==> src/rtl/bip_pkg.sv <==
// bip_pkg: shared opcodes, select codes, decode bundle and state encoding for the BIP control unit
package bip_pkg;
  localparam int INSTR_W = 16;
  localparam int OPND_W = 11;
  localparam int OPC_W = 5;
  localparam logic [OPC_W-1:0] OP_HLT  = 5'd0;
  localparam logic [OPC_W-1:0] OP_STO  = 5'd1;
  localparam logic [OPC_W-1:0] OP_LD   = 5'd2;
  localparam logic [OPC_W-1:0] OP_LDI  = 5'd3;
  localparam logic [OPC_W-1:0] OP_ADD  = 5'd4;
  localparam logic [OPC_W-1:0] OP_ADDI = 5'd5;
  localparam logic [OPC_W-1:0] OP_SUB  = 5'd6;
  localparam logic [OPC_W-1:0] OP_SUBI = 5'd7;
  localparam logic [1:0] SELA_RAM = 2'd0;
  localparam logic [1:0] SELA_IMM = 2'd1;
  localparam logic [1:0] SELA_ALU = 2'd2;
  typedef enum logic [2:0] {S_IDLE, S_FETCH, S_EXEC, S_WAIT, S_HALT} state_t;
  typedef struct packed {
    logic [1:0] sel_a;
    logic       sel_b;
    logic       alu_op;
    logic       wr_acc_imm;
    logic       wr_ram;
    logic       rd_ram;
    logic       is_halt;
  } ctrl_t;
endpackage

==> src/rtl/bip_control_unit_if.sv <==
// bip_control_unit_if: fetch, data-memory and datapath-control signals around the BIP control unit
interface bip_control_unit_if #(parameter int ADDR_W = 11, parameter int CNT_W = 32);
  import bip_pkg::*;
  logic                start;
  logic                instr_req;
  logic [ADDR_W-1:0]   instr_addr;
  logic [INSTR_W-1:0]  instr_data;
  logic                instr_valid;
  logic [OPND_W-1:0]   operand;
  logic                rd_ram;
  logic                data_valid;
  logic                wr_ram;
  logic [1:0]          sel_a;
  logic                sel_b;
  logic                alu_op;
  logic                wr_acc;
  logic                halted;
  logic [CNT_W-1:0]    cycle_count;
  modport master (
    input  start, instr_data, instr_valid, data_valid,
    output instr_req, instr_addr, operand, rd_ram, wr_ram, sel_a, sel_b, alu_op, wr_acc, halted, cycle_count
  );
  modport slave (
    output start, instr_data, instr_valid, data_valid,
    input  instr_req, instr_addr, operand, rd_ram, wr_ram, sel_a, sel_b, alu_op, wr_acc, halted, cycle_count
  );
endinterface

==> src/rtl/bip_decoder.sv <==
// bip_decoder: combinational opcode to datapath/memory control decode
module bip_decoder
  import bip_pkg::*;
(
  input  logic [OPC_W-1:0] opcode_i,
  output ctrl_t            ctrl_o
);
  always_comb begin
    ctrl_o = '0;
    case (opcode_i)
      OP_HLT:  ctrl_o.is_halt = 1'b1;
      OP_STO:  ctrl_o.wr_ram = 1'b1;
      OP_LD:   ctrl_o = '{sel_a: SELA_RAM, rd_ram: 1'b1, default: '0};
      OP_LDI:  ctrl_o = '{sel_a: SELA_IMM, wr_acc_imm: 1'b1, default: '0};
      OP_ADD:  ctrl_o = '{sel_a: SELA_ALU, rd_ram: 1'b1, default: '0};
      OP_ADDI: ctrl_o = '{sel_a: SELA_ALU, sel_b: 1'b1, wr_acc_imm: 1'b1, default: '0};
      OP_SUB:  ctrl_o = '{sel_a: SELA_ALU, alu_op: 1'b1, rd_ram: 1'b1, default: '0};
      OP_SUBI: ctrl_o = '{sel_a: SELA_ALU, sel_b: 1'b1, alu_op: 1'b1, wr_acc_imm: 1'b1, default: '0};
      default: ctrl_o = '0;
    endcase
  end
endmodule

==> src/rtl/bip_control_unit.sv <==
// bip_control_unit: multi-cycle fetch/decode/execute sequencer for the 16-bit accumulator datapath
module bip_control_unit
  import bip_pkg::*;
#(
  parameter int ADDR_W = 11,
  parameter int CNT_W  = 32
)(
  input  logic               clk,
  input  logic               rst,
  bip_control_unit_if.master bus
);
  state_t             state_q, state_d;
  logic [ADDR_W-1:0]  pc_q, pc_d;
  logic [INSTR_W-1:0] ir_q, ir_d;
  logic [CNT_W-1:0]   cnt_q, cnt_d;
  ctrl_t              ctrl;
  logic               active, exec_q, wait_q;

  bip_decoder u_dec (
    .opcode_i (ir_q[INSTR_W-1 -: OPC_W]),
    .ctrl_o   (ctrl)
  );

  assign exec_q = state_q == S_EXEC;
  assign wait_q = state_q == S_WAIT;
  assign active = state_q inside {S_FETCH, S_EXEC, S_WAIT};

  always_ff @(posedge clk or posedge rst)
    if (rst) begin
      state_q <= S_IDLE;
      pc_q    <= '0;
      ir_q    <= '0;
      cnt_q   <= '0;
    end else begin
      state_q <= state_d;
      pc_q    <= pc_d;
      ir_q    <= ir_d;
      cnt_q   <= cnt_d;
    end

  always_comb begin
    state_d = state_q;
    pc_d    = pc_q;
    ir_d    = ir_q;
    cnt_d   = (active && !(&cnt_q)) ? cnt_q + 1'b1 : cnt_q;
    case (state_q)
      S_IDLE: if (bus.start) begin
        state_d = S_FETCH;
        pc_d    = '0;
      end
      S_FETCH: if (bus.instr_valid) begin
        state_d = S_EXEC;
        ir_d    = bus.instr_data;
      end
      S_EXEC: begin
        state_d = ctrl.is_halt ? S_HALT : ctrl.rd_ram ? S_WAIT : S_FETCH;
        pc_d    = (ctrl.is_halt || ctrl.rd_ram) ? pc_q : pc_q + 1'b1;
      end
      S_WAIT: if (bus.data_valid) begin
        state_d = S_FETCH;
        pc_d    = pc_q + 1'b1;
      end
      default: state_d = state_q;
    endcase
  end

  // Data-path selects stay valid across EXEC and WAIT so the RAM-sourced write lands correctly.
  always_comb begin
    bus.instr_req   = state_q == S_FETCH;
    bus.instr_addr  = pc_q;
    bus.operand     = ir_q[OPND_W-1:0];
    bus.rd_ram      = (exec_q && ctrl.rd_ram) || wait_q;
    bus.wr_ram      = exec_q && ctrl.wr_ram;
    bus.sel_a       = (exec_q || wait_q) ? ctrl.sel_a : SELA_RAM;
    bus.sel_b       = (exec_q || wait_q) && ctrl.sel_b;
    bus.alu_op      = (exec_q || wait_q) && ctrl.alu_op;
    bus.wr_acc      = exec_q ? ctrl.wr_acc_imm : (wait_q && bus.data_valid);
    bus.halted      = state_q == S_HALT;
    bus.cycle_count = cnt_q;
  end
endmodule
==> src/flat_wrapper.sv <==
// flat-port wrapper written by rule: the top's interface ports become plain ports
module bip_control_unit_flat import bip_pkg::*;
#(
  parameter int ADDR_W = 11,
  parameter int CNT_W  = 32
)
  (clk, rst, bus_start, bus_instr_data, bus_instr_valid, bus_data_valid, bus_instr_req, bus_instr_addr, bus_operand, bus_rd_ram, bus_wr_ram, bus_sel_a, bus_sel_b, bus_alu_op, bus_wr_acc, bus_halted, bus_cycle_count);
  bip_control_unit_if #(.ADDR_W(ADDR_W), .CNT_W(CNT_W)) bus_i ();
  input  logic clk;
  input  logic rst;
  input wire logic [$bits(bus_i.start)-1:0] bus_start;
  input wire logic [$bits(bus_i.instr_data)-1:0] bus_instr_data;
  input wire logic [$bits(bus_i.instr_valid)-1:0] bus_instr_valid;
  input wire logic [$bits(bus_i.data_valid)-1:0] bus_data_valid;
  output wire logic [$bits(bus_i.instr_req)-1:0] bus_instr_req;
  output wire logic [$bits(bus_i.instr_addr)-1:0] bus_instr_addr;
  output wire logic [$bits(bus_i.operand)-1:0] bus_operand;
  output wire logic [$bits(bus_i.rd_ram)-1:0] bus_rd_ram;
  output wire logic [$bits(bus_i.wr_ram)-1:0] bus_wr_ram;
  output wire logic [$bits(bus_i.sel_a)-1:0] bus_sel_a;
  output wire logic [$bits(bus_i.sel_b)-1:0] bus_sel_b;
  output wire logic [$bits(bus_i.alu_op)-1:0] bus_alu_op;
  output wire logic [$bits(bus_i.wr_acc)-1:0] bus_wr_acc;
  output wire logic [$bits(bus_i.halted)-1:0] bus_halted;
  output wire logic [$bits(bus_i.cycle_count)-1:0] bus_cycle_count;
  assign bus_i.start = bus_start;
  assign bus_i.instr_data = bus_instr_data;
  assign bus_i.instr_valid = bus_instr_valid;
  assign bus_i.data_valid = bus_data_valid;
  assign bus_instr_req = bus_i.instr_req;
  assign bus_instr_addr = bus_i.instr_addr;
  assign bus_operand = bus_i.operand;
  assign bus_rd_ram = bus_i.rd_ram;
  assign bus_wr_ram = bus_i.wr_ram;
  assign bus_sel_a = bus_i.sel_a;
  assign bus_sel_b = bus_i.sel_b;
  assign bus_alu_op = bus_i.alu_op;
  assign bus_wr_acc = bus_i.wr_acc;
  assign bus_halted = bus_i.halted;
  assign bus_cycle_count = bus_i.cycle_count;
  bip_control_unit #(.ADDR_W(ADDR_W), .CNT_W(CNT_W)) u_core (.clk(clk), .rst(rst), .bus(bus_i));
endmodule
==> config.mk <==
export PLATFORM = sky130hd
export DESIGN_NAME = bip_control_unit_flat
export DESIGN_NICKNAME = d
export VERILOG_FILES = /design/src/rtl/bip_pkg.sv /design/src/rtl/bip_control_unit_if.sv /design/src/rtl/bip_decoder.sv /design/src/rtl/bip_control_unit.sv /design/src/flat_wrapper.sv
export SDC_FILE = /design/constraint.sdc
export NUM_CORES = 1
export LEC_CHECK = 0
export CORE_MARGIN = 3
export CORE_UTILIZATION = 54
export CTS_BUF_LIST = sky130_fd_sc_hd__clkbuf_4
export CTS_CLUSTER_DIAMETER = 30
export DETAILED_ROUTE_END_ITERATION = 8
export GPL_TIMING_DRIVEN = 0
export PLACE_DENSITY = 0.88
export SYNTH_ARGS = -nofsm -noshare
export SYNTH_HDL_FRONTEND = slang
export SYNTH_HIERARCHICAL = 1
export SYNTH_SLANG_ARGS = --single-unit
==> constraint.sdc <==
create_clock -name clk -period 3.45 [get_ports clk]
set_input_delay 0.345 -clock clk [delete_from_list [all_inputs] [get_ports clk]]
set_output_delay 0.345 -clock clk [all_outputs]
set_load 0.005 [all_outputs]
==> results of run 1 <==
## cell families after synthesis
group / after synthesis / synth area share
muxes: 20 / 0.0698
AOI/OAI and AO/OA: 31 / 0.0710
DFF: 62 / 0.489
and+or+nand+nor: 123 / 0.234
xor gates and xnor gates: 30 / 0.0828
adders and majority gates: 2 / 0.00788
buffers and inverters: 25 / 0.0457
## final cells by class
type / instances / area share
sequential: 62 / 0.368
multi-input combinational: 206 / 0.351
timing repair buffer: 84 / 0.202
buffer: 19 / 0.0291
tap: 72 / 0.0214
clock buffer: 11 / 0.0196
inverter: 6 / 0.00535
clock inverter: 3 / 0.00327
## flip-flops by register name, summed over array words and instances, names as in the netlist
signal / count
u_core/ir_q: 16
u_core/bus.cycle_count: 32
u_core/bus.instr_addr: 11
u_core/state_q: 3
## metrics by stage
| stage | hold slack, ps | util |
|---|---|---|
| after floorplan | 482 | - |
| after global placement | 485 | 0.730 |
| after detailed placement | 492 | 0.734 |
| after CTS | 271 | 0.751 |
| after global routing | 295 | 0.751 |
| final | 274 | 0.751 |
## final timing paths
check                                            from  cells past startpoint                    endpoint  slack [ps]
min reg2reg                u_core/bus.cycle_count[22]                      1  u_core/bus.cycle_count[22]         510
min in group clk           u_core/bus.cycle_count[22]                      1  u_core/bus.cycle_count[22]         510
min                                               rst                      2              u_core/ir_q[3]         270
max in group asynchronous                         rst                      3   u_core/bus.cycle_count[6]        2610
max                                 u_core/state_q[1]                      5                  bus_wr_ram         580
max reg2reg                           u_core/ir_q[14]                      8    u_core/bus.instr_addr[5]         930
## power by group through the flow
stage,combinational (W),clock (W),sequential [W]
6_report,0.0000408,0.000388,0.000726
5_1_grt,0.0000462,0.000433,0.000726
4_1_cts,0.0000425,0.000399,0.000726
3_5_place_dp,0.0000423,0,0.000740
3_3_place_gp,0.0000390,0,0.000741
2_1_floorplan,0.0000119,0,0.000741
## per-layer routing
metal / GRT usage / routed length, um / vias to the layer above
met3: 0.0401 / 504 / 11
met2: 0.375 / 3520 / 104
li1: - / - / 1228
met1: 0.279 / 2990 / 1266
met4: 0.103 / 114 / 0
met5: 0 / 0 / -
## cell usage after synthesis (all sizes together) (2+ instances only)
library cell | number | area (um2)
dfrtp | 62 | 1550
nor2b | 3 | 18.8
nand2 | 21 | 78.8
ha | 2 | 25.0
nor3b | 6 | 45.0
and2 | 13 | 82.6
clkbuf | 4 | 15.0
mux2 | 17 | 191
mux2i | 3 | 30.0
nand3 | 19 | 95.1
nor3 | 5 | 25.0
nor2 | 16 | 67.6
xor2 | 6 | 52.6
a21o | 4 | 30.0
and3 | 11 | 71.3
or2 | 2 | 12.5
xnor2 | 24 | 210
o21ai | 10 | 50.1
a31oi | 3 | 33.8
buf | 15 | 108
nor4b | 2 | 38.8
inv | 6 | 22.5
o31ai | 6 | 45.0
nor4 | 3 | 55.1
nand4 | 18 | 113
a21oi | 2 | 10.0
## layout by cell type, fill, tap and decap left out, drive strengths merged, types with 2 or more instances in the layout
| cell | netlist | final |
|---|---|---|
| buf | 15 | 16 |
| o31ai | 6 | 6 |
| nor4 | 3 | 3 |
| dfrtp | 62 | 62 |
| nor2 | 16 | 16 |
| mux2 | 17 | 17 |
| xor2 | 6 | 6 |
| ha | 2 | 2 |
| nand4 | 18 | 18 |
| inv | 6 | 6 |
| clkinv | 0 | 3 |
| a21o | 4 | 4 |
| mux2i | 3 | 3 |
| nor4b | 2 | 2 |
| nor3b | 6 | 6 |
| nand2 | 21 | 21 |
| or2 | 2 | 2 |
| and3 | 11 | 11 |
| clkbuf | 4 | 15 |
| clkdlybuf4s50 | 0 | 83 |
| nor2b | 3 | 3 |
| a21oi | 2 | 2 |
| a31oi | 3 | 3 |
| xnor2 | 24 | 24 |
| nor3 | 5 | 5 |
| and2 | 13 | 13 |
| nand3 | 19 | 19 |
| o21ai | 10 | 10 |
==> impl_results.md, run 1 <==
* Status: completed
* Leakage at 1.83 nW
* Worst-path maximum fanout at 10
* Async SR Flop Fraction at 1.00
* Worst vdd ir at 0.201 mV
* Pre-CTS WS at 964 ps
* Port buffer count at 83
* Max-slew violation count at 0
* Gr usage total at 0.223
* Die height at 82.7 um
* WS Path Type: reg2out
* Synth Register Bits at 62
* Core Box Area at 5610 um2
* Vias post-DR at 2,609
* Die width at 82.7 um
* Detail Placement HPWL at 5300 um
* Antenna violations before repair at 0
* CTS Sinks at 62
* Area of the multi-input gates at 1480 um2
* Crit share post-route at 0.833
* Post-synth EDFFs at 0
* Fillers at 411
* Setup TNS at 0 ps
* Skew final at 11.4 ps
* Area of the mapped netlist at 3170 um2
* Critical path arrival at 2530 ps
* Post-synth top flop: dfrtp_1
* Worst setup SP type: flop
* Routed wire length at 7130 um
* DRC errors left at 0
* DP Area at 4120 um2
* Slew @ Worst Pin at 817 ps
* Switch share at 0.220
* Max Cap Viol at 0
* Worst slew margin at 0.447
* Buf/Inv on CP at 3
* Placed cells at 449
* IO Count at 84
* Post-CTS Setup Inserts at 0
* Crit. End Element: output pin
* Critical path's slowest cell: clkdlybuf4s50_1
* Critical Path Most Common Cell: clkbuf_1
* Skew-Pair Late Insertion Delay at 380 ps
* Mean post-synth cell area at 10.8 um2
* Vias in the first global route at 2,570
* Clock buffer depth at 2
* Worst min-delay path category: in2async
* Pin count of the biggest net entering global routing at 44
* Final ANT Viol Nets at 0
* Total CTS buffers at 9
* Full die area at 6830 um2
* Psw at 0.000254 W
* Finished Layout Cells at 463
* Rows at 27
* Detailed Route Iter0 Violations at 146
* N_diodes at 0
* Family with the most delay on the worst path: buffers and inverters
* Post_cts resized at 0
* Cell Pwr Density at 274 nW/um2
* Post-Synthesis Net Count at 316
* FF+latch area at 1550 um2
* Vias/cell at 5.63
* Initial Util at 0.566
* TritonCTS clock tree: built
* Cell internal pwr at 0.000901 W
* Post-synth cell types at 45
* Wire per inst at 15.4 um
* Clock Power Share at 0.336
* Finish-stage setup viols at 0
* Mapped Cells at 293
* RSZ-0062 raised after global routing: no
* First-pass GRT wire length at 11,600 um
* Cell area after layout at 4210 um2
* Area Growth Syn to Fin at 32.7%
* Crit path time final at 2870 ps
* CTS Hold Buffers Added at 0
* Yosys warnings at 6
* PnR worst setup slack at 576 ps
* Final hold vios at 0
* Worst-path clk slew at 100 ps
* Crit-path cells: clkbuf_1 -> clkbuf_1 -> nand2_1 -> nor3b_1 -> clkdlybuf4s50_1
* Sequential share of power at 0.628
* Nets at 411
* Sequential area share after synthesis at 0.489
* Worst EP required at 3110 ps
* CP peak stage delay at 540 ps
* 1st-pass router iterations at 5
* Share of layout cells above drive strength 1 at 0.153
* Clock Tree Root: clkbuf_4
* Final Power at 0.00116 W
* Combinational power share at 0.035
* GRT overflow at 0
* Max Freq at 348 MHz
* H-tree depth at 3
* GP Congestion at 0.830
Note: power is estimated with default switching activity, not from simulation.
==> run 2, diff against run 1 <==
--- a/config.mk
+++ b/config.mk
@@ -6,12 +6,12 @@
 export NUM_CORES = 1
 export LEC_CHECK = 0
 export CORE_MARGIN = 3
-export CORE_UTILIZATION = 54
+export CORE_UTILIZATION = 50
 export CTS_BUF_LIST = sky130_fd_sc_hd__clkbuf_4
 export CTS_CLUSTER_DIAMETER = 30
 export DETAILED_ROUTE_END_ITERATION = 8
 export GPL_TIMING_DRIVEN = 0
-export PLACE_DENSITY = 0.88
+export PLACE_DENSITY = 0.82
 export SYNTH_ARGS = -nofsm -noshare
 export SYNTH_HDL_FRONTEND = slang
 export SYNTH_HIERARCHICAL = 1
==> constraint.sdc (replaced) <==
create_clock -name clk -period 2.9 [get_ports clk]
set_input_delay 0.29 -clock clk [delete_from_list [all_inputs] [get_ports clk]]
set_output_delay 0.29 -clock clk [all_outputs]
set_load 0.005 [all_outputs]
==> run 2 against run 1 <==
Via count fell by 3.6%. First-iteration DRC count decreased by 32%. Global-route usage fell by 1.4 points. Largest power group unchanged. Critical path type is now reg2reg.
==> impl_results.md, run 2 (same netlist as run 1, synthesis figures left out) <==
* Full die area at 7340 um2
* Worst Setup EP: u_core/bus.instr_addr[5]
* Detail Placement HPWL at 5140 um
* Slew @ Worst Pin at 883 ps
* Leakage at 1.86 nW
* Most common cell after layout, fill and taps aside: clkdlybuf4s50_1
* Antenna violations before repair at 0
* Core Box Area at 6030 um2
* Crit path time final at 2530 ps
* N_diodes at 0
* Max-slew violation count at 0
* Worst-path maximum fanout at 10
* Skew-Pair Late Insertion Delay at 380 ps
* Vias post-DR at 2,515
* Area of the multi-input gates at 1480 um2
* Clock Tree Root: clkbuf_4
* Worst EP required at 3190 ps
* Crit. End Element: flop
* Share of layout cells above drive strength 1 at 0.158
* Die width at 85.7 um
* DP Area at 4120 um2
* Vias in the first global route at 2,554
* 1st-pass router iterations at 4
* Crit share post-route at 0.873
* Most frequent cells in the layout: clkdlybuf4s50_1 (83), dfrtp_1 (62), xnor2_1 (24)
* Max Cap Viol at 0
* Initial Util at 0.527
* DRC errors left at 0
* Final ANT Viol Nets at 0
* Post_cts resized at 0
* Flip-flop count of the largest register after layout at 32
* Clock buffer depth at 2
* Wire per inst at 14.9 um
* Worst setup SP type: flop
* GRT overflow at 0
* Final Power at 0.00156 W
* FF-to-FF path depth at 8
* First-pass GRT wire length at 12,100 um
* CTS Sinks at 62
* Max Freq at 395 MHz
* Finished Layout Cells at 467
* Gr usage total at 0.209
* TritonCTS clock tree: built
* Port buffer count at 83
* Total CTS buffers at 9
* Finish-stage setup viols at 0
* Sequential share of power at 0.554
* Routed wire length at 6980 um
* Status: completed
* Critical path arrival at 2820 ps
* RSZ-0062 raised after global routing: no
* WS Path Type: reg2reg
* Nets at 411
* Reg2reg end: u_core/bus.instr_addr[5]
* PnR worst setup slack at 368 ps
* Detailed Route Iter0 Violations at 99
* Psw at 0.000317 W
* IO Count at 84
* Pre-CTS WS at 431 ps
* CTS Hold Buffers Added at 0
* Cell internal pwr at 0.00124 W
* Worst-path clk slew at 100 ps
* Post-CTS Setup Inserts at 0
* Cell Pwr Density at 365 nW/um2
* Die height at 85.7 um
* Cell area after layout at 4270 um2
* Area Growth Syn to Fin at 34.6%
* Switch share at 0.204
* Worst setup path startpoint: u_core/ir_q[14]
* Combinational power share at 0.031
* Placed cells at 452
* FF+latch area at 1550 um2
* Vias/cell at 5.39
* Worst slew margin at 0.402
* GP Congestion at 0.795
* R2r setup slk at 370 ps
* Worst reg2reg path startpoint: u_core/ir_q[14]
* Worst vdd ir at 0.268 mV
* Worst min-delay path category: in2async
* Clock Power Share at 0.414
* Final hold vios at 0
* Fillers at 453
* Pin count of the biggest net entering global routing at 44
* Rows at 28
* Setup TNS at 0 ps
* Skew final at 7.95 ps
* H-tree depth at 3
[run 2: worst min-delay path by stage]
stage	start	to	slack [ps]	cells past startpoint
2_1_floorplan	bus_instr_data[0]	u_core/ir_q[0]	440	1
4_1_cts	rst	u_core/ir_q[3]	210	2
3_5_place_dp	u_core/bus.cycle_count[30]	u_core/bus.cycle_count[30]	490	1
3_3_place_gp	u_core/bus.cycle_count[28]	u_core/bus.cycle_count[28]	480	1
5_1_grt	rst	u_core/ir_q[2]	230	2
6_report	rst	u_core/ir_q[2]	220	2
[run 2: power by group through the flow]
stage | clock (W) | combinational (W) | sequential [W]
2_1_floorplan | 0 | 0.0000142 | 0.000881
3_3_place_gp | 0 | 0.0000464 | 0.000881
3_5_place_dp | 0 | 0.0000505 | 0.000881
4_1_cts | 0.000667 | 0.0000510 | 0.000864
5_1_grt | 0.000703 | 0.0000549 | 0.000864
6_report | 0.000645 | 0.0000490 | 0.000864
[run 2: routing by layer]
metal	part of all wire	global-route usage	vias to the layer above
met4	0.014	0.0604	0
li1	-	-	1220
met1	0.44	0.269	1203
met5	0	0	-
met3	0.056	0.0596	10
met2	0.49	0.345	82
[run 2: metrics by stage]
step	util	hold WS, ps
after floorplan	-	442
after global placement	0.680	484
after detailed placement	0.684	487
after CTS	0.708	214
after global routing	0.709	229
final	0.709	221
[run 2: critical path: stages, from the launching register on]
cell and delay [ps]:
dfrtp_1 440, nor2_4 170, nor4b_2 360, nor3b_1 100
o311ai_1 740, clkbuf_1 380, a21o_1 130, nand2_1 50
o31ai_1 70
[run 2: cell type report]
class | instances | area share
timing repair buffer | 84 | 0.199
clock inverter | 5 | 0.0176
sequential | 62 | 0.363
clock buffer | 10 | 0.0176
inverter | 6 | 0.00527
tap | 75 | 0.0220
multi-input combinational | 206 | 0.346
buffer | 19 | 0.0293
==> RTL edit 1 (flow settings as in run 1) <==
Take the reset off `pc_q` and load it in a clocked block of its own.
--- a/src/rtl/bip_control_unit.sv
+++ b/src/rtl/bip_control_unit.sv
@@ -28,15 +28,17 @@
   always_ff @(posedge clk or posedge rst)
     if (rst) begin
       state_q <= S_IDLE;
-      pc_q    <= '0;
       ir_q    <= '0;
       cnt_q   <= '0;
     end else begin
       state_q <= state_d;
-      pc_q    <= pc_d;
       ir_q    <= ir_d;
       cnt_q   <= cnt_d;
     end
+
+  always_ff @(posedge clk) begin
+    pc_q <= pc_d;
+  end
 
   always_comb begin
     state_d = state_q;
Function: differs if rst is asserted again (counterexample within 4 cycles, from zero or initial values and one cycle with rst high); with rst held inactive, the same outputs for 10 cycles.
==> RTL edit 1 against run 1 <==
  * Sequential cell count stayed put
  * Maximum frequency up 18%
  * Design area down 0.59%
  * Highest routed layer unchanged
  * Largest cell class unchanged
  * Via count fell by 7.1%
  * First-iteration DRC count shrank 32%
  * Setup slack improved by 0.43 ns
  * Count of clock-buffer cells in the layout decreased by 2
  * Area after synthesis shrank 1.9%
  * Routed wire length decreased by 4.6%
  * Final cell count is 2.8% lower
Power is not compared: it rests on default switching activity, and its combinational part moved more than twofold at a synthesized area within 25%.
==> RTL edit 1: results (changes against run 1) <==
metric	value	unit	change
filler cell count	403		was 411
# diodes	0		unchanged
status	complete, no violations		unchanged
Clk pin slew, worst setup/hold paths	0.10	ns	about the same
worst r2r dst	u_core/bus.cycle_count[1]		was u_core/bus.instr_addr[5]
largest net degree at the start of global routing	29		was 44
first-pass GRT wire length	11.1	mm	was 11.6 mm
total number of vias	2425		was 2609
drt first pass iters	4		was 5
worst setup path endpoint	bus_wr_acc		was bus_wr_ram
starting DRC count in detailed routing	99		was 146
Post-DP HPWL	5.05	mm	was 5.30 mm
deepest clock path buffer count	2		unchanged
Worst R2R Setup Slack	1.08	ns	was 0.93 ns
Post-synth top cells	dfrtp_1, nor2_1, xnor2_1		was dfrtp_1, xnor2_1, nand2_1
Seq/Total Area, Yosys	51.6	%	was 48.9%
Slew headroom	36.0	%	was 44.7%
Final nets	396		was 411
synth unique cells	47		was 45
H-Tree Depth	3		unchanged
clk_lat worst skew	0.40	ns	was 0.38 ns
critical-path maximum fanout	10		unchanged
EDFF count, synth	11		was 0
fraction of layout cells with a size suffix above 1	17.2	%	was 15.3%
gr usage total	21.6	%	was 22.3%
antenna violations before repair	0		unchanged
Worst Setup SP	u_core/state_q[1]		unchanged
drt wl/cell	15.1	um	was 15.4 um
Post-Syn Nets	301		was 316
worst r2r path cells	5		was 8
CP arrival	2.10	ns	was 2.53 ns
routability cong.	0.787		was 0.830
synth top area cells	dfrtp_1, edfxtp_1, xnor2_1, mux2_2, xor2_1		was dfrtp_1, xnor2_1, mux2_2, nand4_1, nand3_1
Worst Skew	0.00976	ns	was 0.0114 ns
FFs w/ async S/R, synth	82.3	%	was 100%
reg-to-reg critical path startpoint	u_core/bus.cycle_count[0]		was u_core/ir_q[14]
RTL edit 1: worst min-delay path by stage:
stage                          startpoint                          to  slack (ns)  cells after the start
6_report                              rst   u_core/bus.cycle_count[2]        0.29                      2
4_1_cts                               rst   u_core/bus.cycle_count[4]        0.29                      2
3_3_place_gp    u_core/bus.cycle_count[7]   u_core/bus.cycle_count[7]        0.49                      1
3_5_place_dp   u_core/bus.cycle_count[27]  u_core/bus.cycle_count[27]        0.49                      1
2_1_floorplan              u_core/ir_q[0]              u_core/ir_q[0]        0.48                      1
5_1_grt                               rst   u_core/bus.cycle_count[7]        0.32                      2
RTL edit 1: metal layers:
layer  track usage, %  share of wire, %
met5                0                 0
met4             6.48              0.37
met3             5.81               6.0
met2             37.1                51
met1             26.6                43
RTL edit 1: critical path: stages (launching register included):
cell and delay, ns:
dfrtp_1 0.41, buf_2 0.19, nand2_1 0.16, clkbuf_1 0.39
nor2_1 0.10, clkdlybuf4s50_1 0.46
RTL edit 1: area by class of cell:
| cell class | count | area (sq um) | area share (%) |
|---|---|---|---|
| timing repair buffer | 84 | 851 | 20.3 |
| buffer | 16 | 104 | 2.48 |
| sequential | 62 | 1610 | 38.4 |
| clock inverter | 7 | 65.1 | 1.55 |
| tap | 72 | 90.1 | 2.15 |
| inverter | 5 | 18.8 | 0.448 |
| multi-input combinational | 195 | 1380 | 33.1 |
| clock buffer | 9 | 67.6 | 1.61 |
RTL edit 1: cell families after synthesis:
family,synth area share [%]
and+or+nand+nor,22.7
DFF,51.6
xor gates and xnor gates,11.3
buffers and inverters,3.94
muxes,7.11
AOI/OAI and AO/OA,2.57
adders and majority gates,0.804
RTL edit 1: power by group:
part	total, mW	leakage [nW]	internal (mW)	switching (mW)
Sequential	1.05	0.771	0.904	0.151
Combinational	0.789	0.848	0.495	0.295
Clock	0.481	0.0731	0.216	0.265
RTL edit 1: stage by stage:
| step | instances | hold slack [ns] | area, sq um | power, mW | setup slack [ns] |
|---|---|---|---|---|---|
| final | 450 | 0.292 | 4190 | 2.33 | 1.01 |
| after global routing | 450 | 0.318 | 4190 | 2.47 | 0.810 |
| after floorplan | 278 | 0.482 | 3110 | 1.50 | 1.54 |
| after global placement | 433 | 0.486 | 4030 | 1.82 | 0.944 |
| after detailed placement | 434 | 0.486 | 4050 | 1.86 | 1.17 |
| after CTS | 450 | 0.288 | 4190 | 2.34 | 1.00 |
==> RTL edit 2 (config.mk and constraints of run 1) <==
Made on the original files. `ADDR_W` is set to 11 in 3 places; all go to 10.
--- a/src/rtl/bip_control_unit_if.sv
+++ b/src/rtl/bip_control_unit_if.sv
@@ -1,5 +1,5 @@
 // bip_control_unit_if: fetch, data-memory and datapath-control signals around the BIP control unit
-interface bip_control_unit_if #(parameter int ADDR_W = 11, parameter int CNT_W = 32);
+interface bip_control_unit_if #(parameter int ADDR_W = 10, parameter int CNT_W = 32);
   import bip_pkg::*;
   logic                start;
   logic                instr_req;
--- a/src/rtl/bip_control_unit.sv
+++ b/src/rtl/bip_control_unit.sv
@@ -2,7 +2,7 @@
 module bip_control_unit
   import bip_pkg::*;
 #(
-  parameter int ADDR_W = 11,
+  parameter int ADDR_W = 10,
   parameter int CNT_W  = 32
 )(
   input  logic               clk,
--- a/src/flat_wrapper.sv
+++ b/src/flat_wrapper.sv
@@ -1,7 +1,7 @@
 // flat-port wrapper written by rule: the top's interface ports become plain ports
 module bip_control_unit_flat import bip_pkg::*;
 #(
-  parameter int ADDR_W = 11,
+  parameter int ADDR_W = 10,
   parameter int CNT_W  = 32
 )
   (clk, rst, bus_start, bus_instr_data, bus_instr_valid, bus_data_valid, bus_instr_req, bus_instr_addr, bus_operand, bus_rd_ram, bus_wr_ram, bus_sel_a, bus_sel_b, bus_alu_op, bus_wr_acc, bus_halted, bus_cycle_count);
Ports: changed (resized bus_instr_addr); port bits go from 84 to 83. No check against the original RTL was run, so the function may have changed too.
==> RTL edit 2 against run 1 <==
  * Synthesized cell count rose by 0.34%
  * Setup slack improved by 0.33 ns
  * Design area fell by 1.8%
  * Sequential cell count fell by 1
  * Via count fell by 2.0%
  * Area after synthesis fell by 2.4%
  * Routed wire length fell by 1.2%
  * Worst hold slack improved by 0.084 ns
  * Highest routed layer unchanged
Power is not compared: it rests on default switching activity, and its combinational part moved more than twofold at a synthesized area within 25%.
==> RTL edit 2: results (changes against run 1) <==
metric	value	unit	change
final std cells w/o fill	463		unchanged
met2 wire length	3.64	mm	was 3.52 mm
Cells after DPL	447		was 449
synth top area cells	dfrtp_1, mux2_2, xor2_1, xnor2_1, nand2_1		was dfrtp_1, xnor2_1, mux2_2, nand4_1, nand3_1
max incr delay on CP	0.54	ns	about the same
warning count from the yosys run	6		unchanged
max layer used	met4		unchanged
filler cell count	367		was 411
Clock power frac	16.5	%	
FFs w/ async S/R, synth	100	%	unchanged
fraction of layout cells with a size suffix above 1	15.0	%	was 15.3%
Post-DP HPWL	5.24	mm	was 5.30 mm
status	complete, no violations		unchanged
first-pass GRT wire length	11.6	mm	about the same
met3 Resource Use GR	8.22	%	was 4.01%
met2 GRT Util	38.8	%	was 37.5%
met3 WL	430	um	was 504 um
synth unique cells	47		was 45
Seq/Total Area, Yosys	49.3	%	was 48.9%
vias per inst	5.52		was 5.63
setup bufs post-CTS	0		unchanged
deepest clock path buffer count	2		unchanged
CP top delay family	buffers and inverters		unchanged
Clk pin slew, worst setup/hold paths	0.10	ns	about the same
placed cell areas	4030	sq um	was 4120 sq um
Syn Inst Count	294		was 293
gr usage total	22.7	%	was 22.3%
Post-synth top cells	dfrtp_1, nand2_1, nor2_1		was dfrtp_1, xnor2_1, nand2_1
Inserted Clock Buffers	9		unchanged
clk_lat worst skew	0.39	ns	
Port Buffer Count	82		was 83
starting DRC count in detailed routing	124		was 146
Worst Skew	0.0142	ns	was 0.0114 ns
M1 wire length	2.96	mm	was 2.99 mm
Synth top area share	49.3	%	was 48.9%
drt first pass iters	4		was 5
largest net degree at the start of global routing	32		was 44
critical-path maximum fanout	10		unchanged
vias in the first global route	2519		was 2570
Slew headroom	55.0	%	was 44.7%
Post-Syn Nets	317		was 316
min-delay worst type	in2async		unchanged
met1 usage	27.9	%	about the same
routability cong.	0.790		was 0.830
Max Cap Viol	0		unchanged
CP arrival	2.19	ns	was 2.53 ns
Worst VDD drop	429	uV	
# diodes	0		unchanged
Post-CTS Resized	0		unchanged
drt wl/cell	15.2	um	was 15.4 um
CTS Root Cell	clkbuf_4		unchanged
## RTL edit 2: changes by cell type after synthesis, sizes merged, moves of 5 or more
cell / run 1 / this run
xor2: 6 / 17
and2: 13 / 8
o21ai: 10 / 15
nand4: 18 / 10
nor2: 16 / 24
xnor2: 24 / 14
## RTL edit 2: final timing paths
check,from,end,slack [ns],cells past startpoint
worst min-delay path,rst,u_core/bus.cycle_count[12],0.36,2
worst min register to register,u_core/bus.instr_addr[9],u_core/bus.instr_addr[9],0.50,1
max in group asynchronous,rst,u_core/bus.cycle_count[10],2.49,3
worst max register to register,u_core/ir_q[14],u_core/bus.instr_addr[5],1.25,8
worst max-delay path,u_core/state_q[1],bus_wr_ram,0.91,4
min in group clk,u_core/bus.instr_addr[9],u_core/bus.instr_addr[9],0.50,1
## RTL edit 2: area by class of cell
type / count / area share, %
Sequential cell: 61 / 36.9
Multi-Input combinational cell: 211 / 34.9
Timing Repair Buffer: 83 / 20.3
Buffer: 16 / 2.51
Clock buffer: 13 / 2.36
Tap cell: 70 / 2.12
Inverter: 6 / 0.544
Clock inverter: 3 / 0.302
## RTL edit 2: logic make-up after synthesis
kind of cell / Yosys count / synth area share, %
AOI/OAI and AO/OA: 39 / 8.56
xor gates and xnor gates: 31 / 8.76
adders and majority gates: 2 / 0.808
buffers and inverters: 22 / 4.08
DFF: 61 / 49.3
muxes: 17 / 6.18
and+or+nand+nor: 122 / 22.3
## RTL edit 2: per-stage QoR
stage	utilization (%)	hold slack (ns)	setup WS, ns
after floorplan	-	0.471	1.59
after global placement	75.1	0.469	0.519
after detailed placement	75.5	0.496	1.32
after CTS	77.5	0.342	0.872
after global routing	77.5	0.383	0.720
final	77.5	0.357	0.910
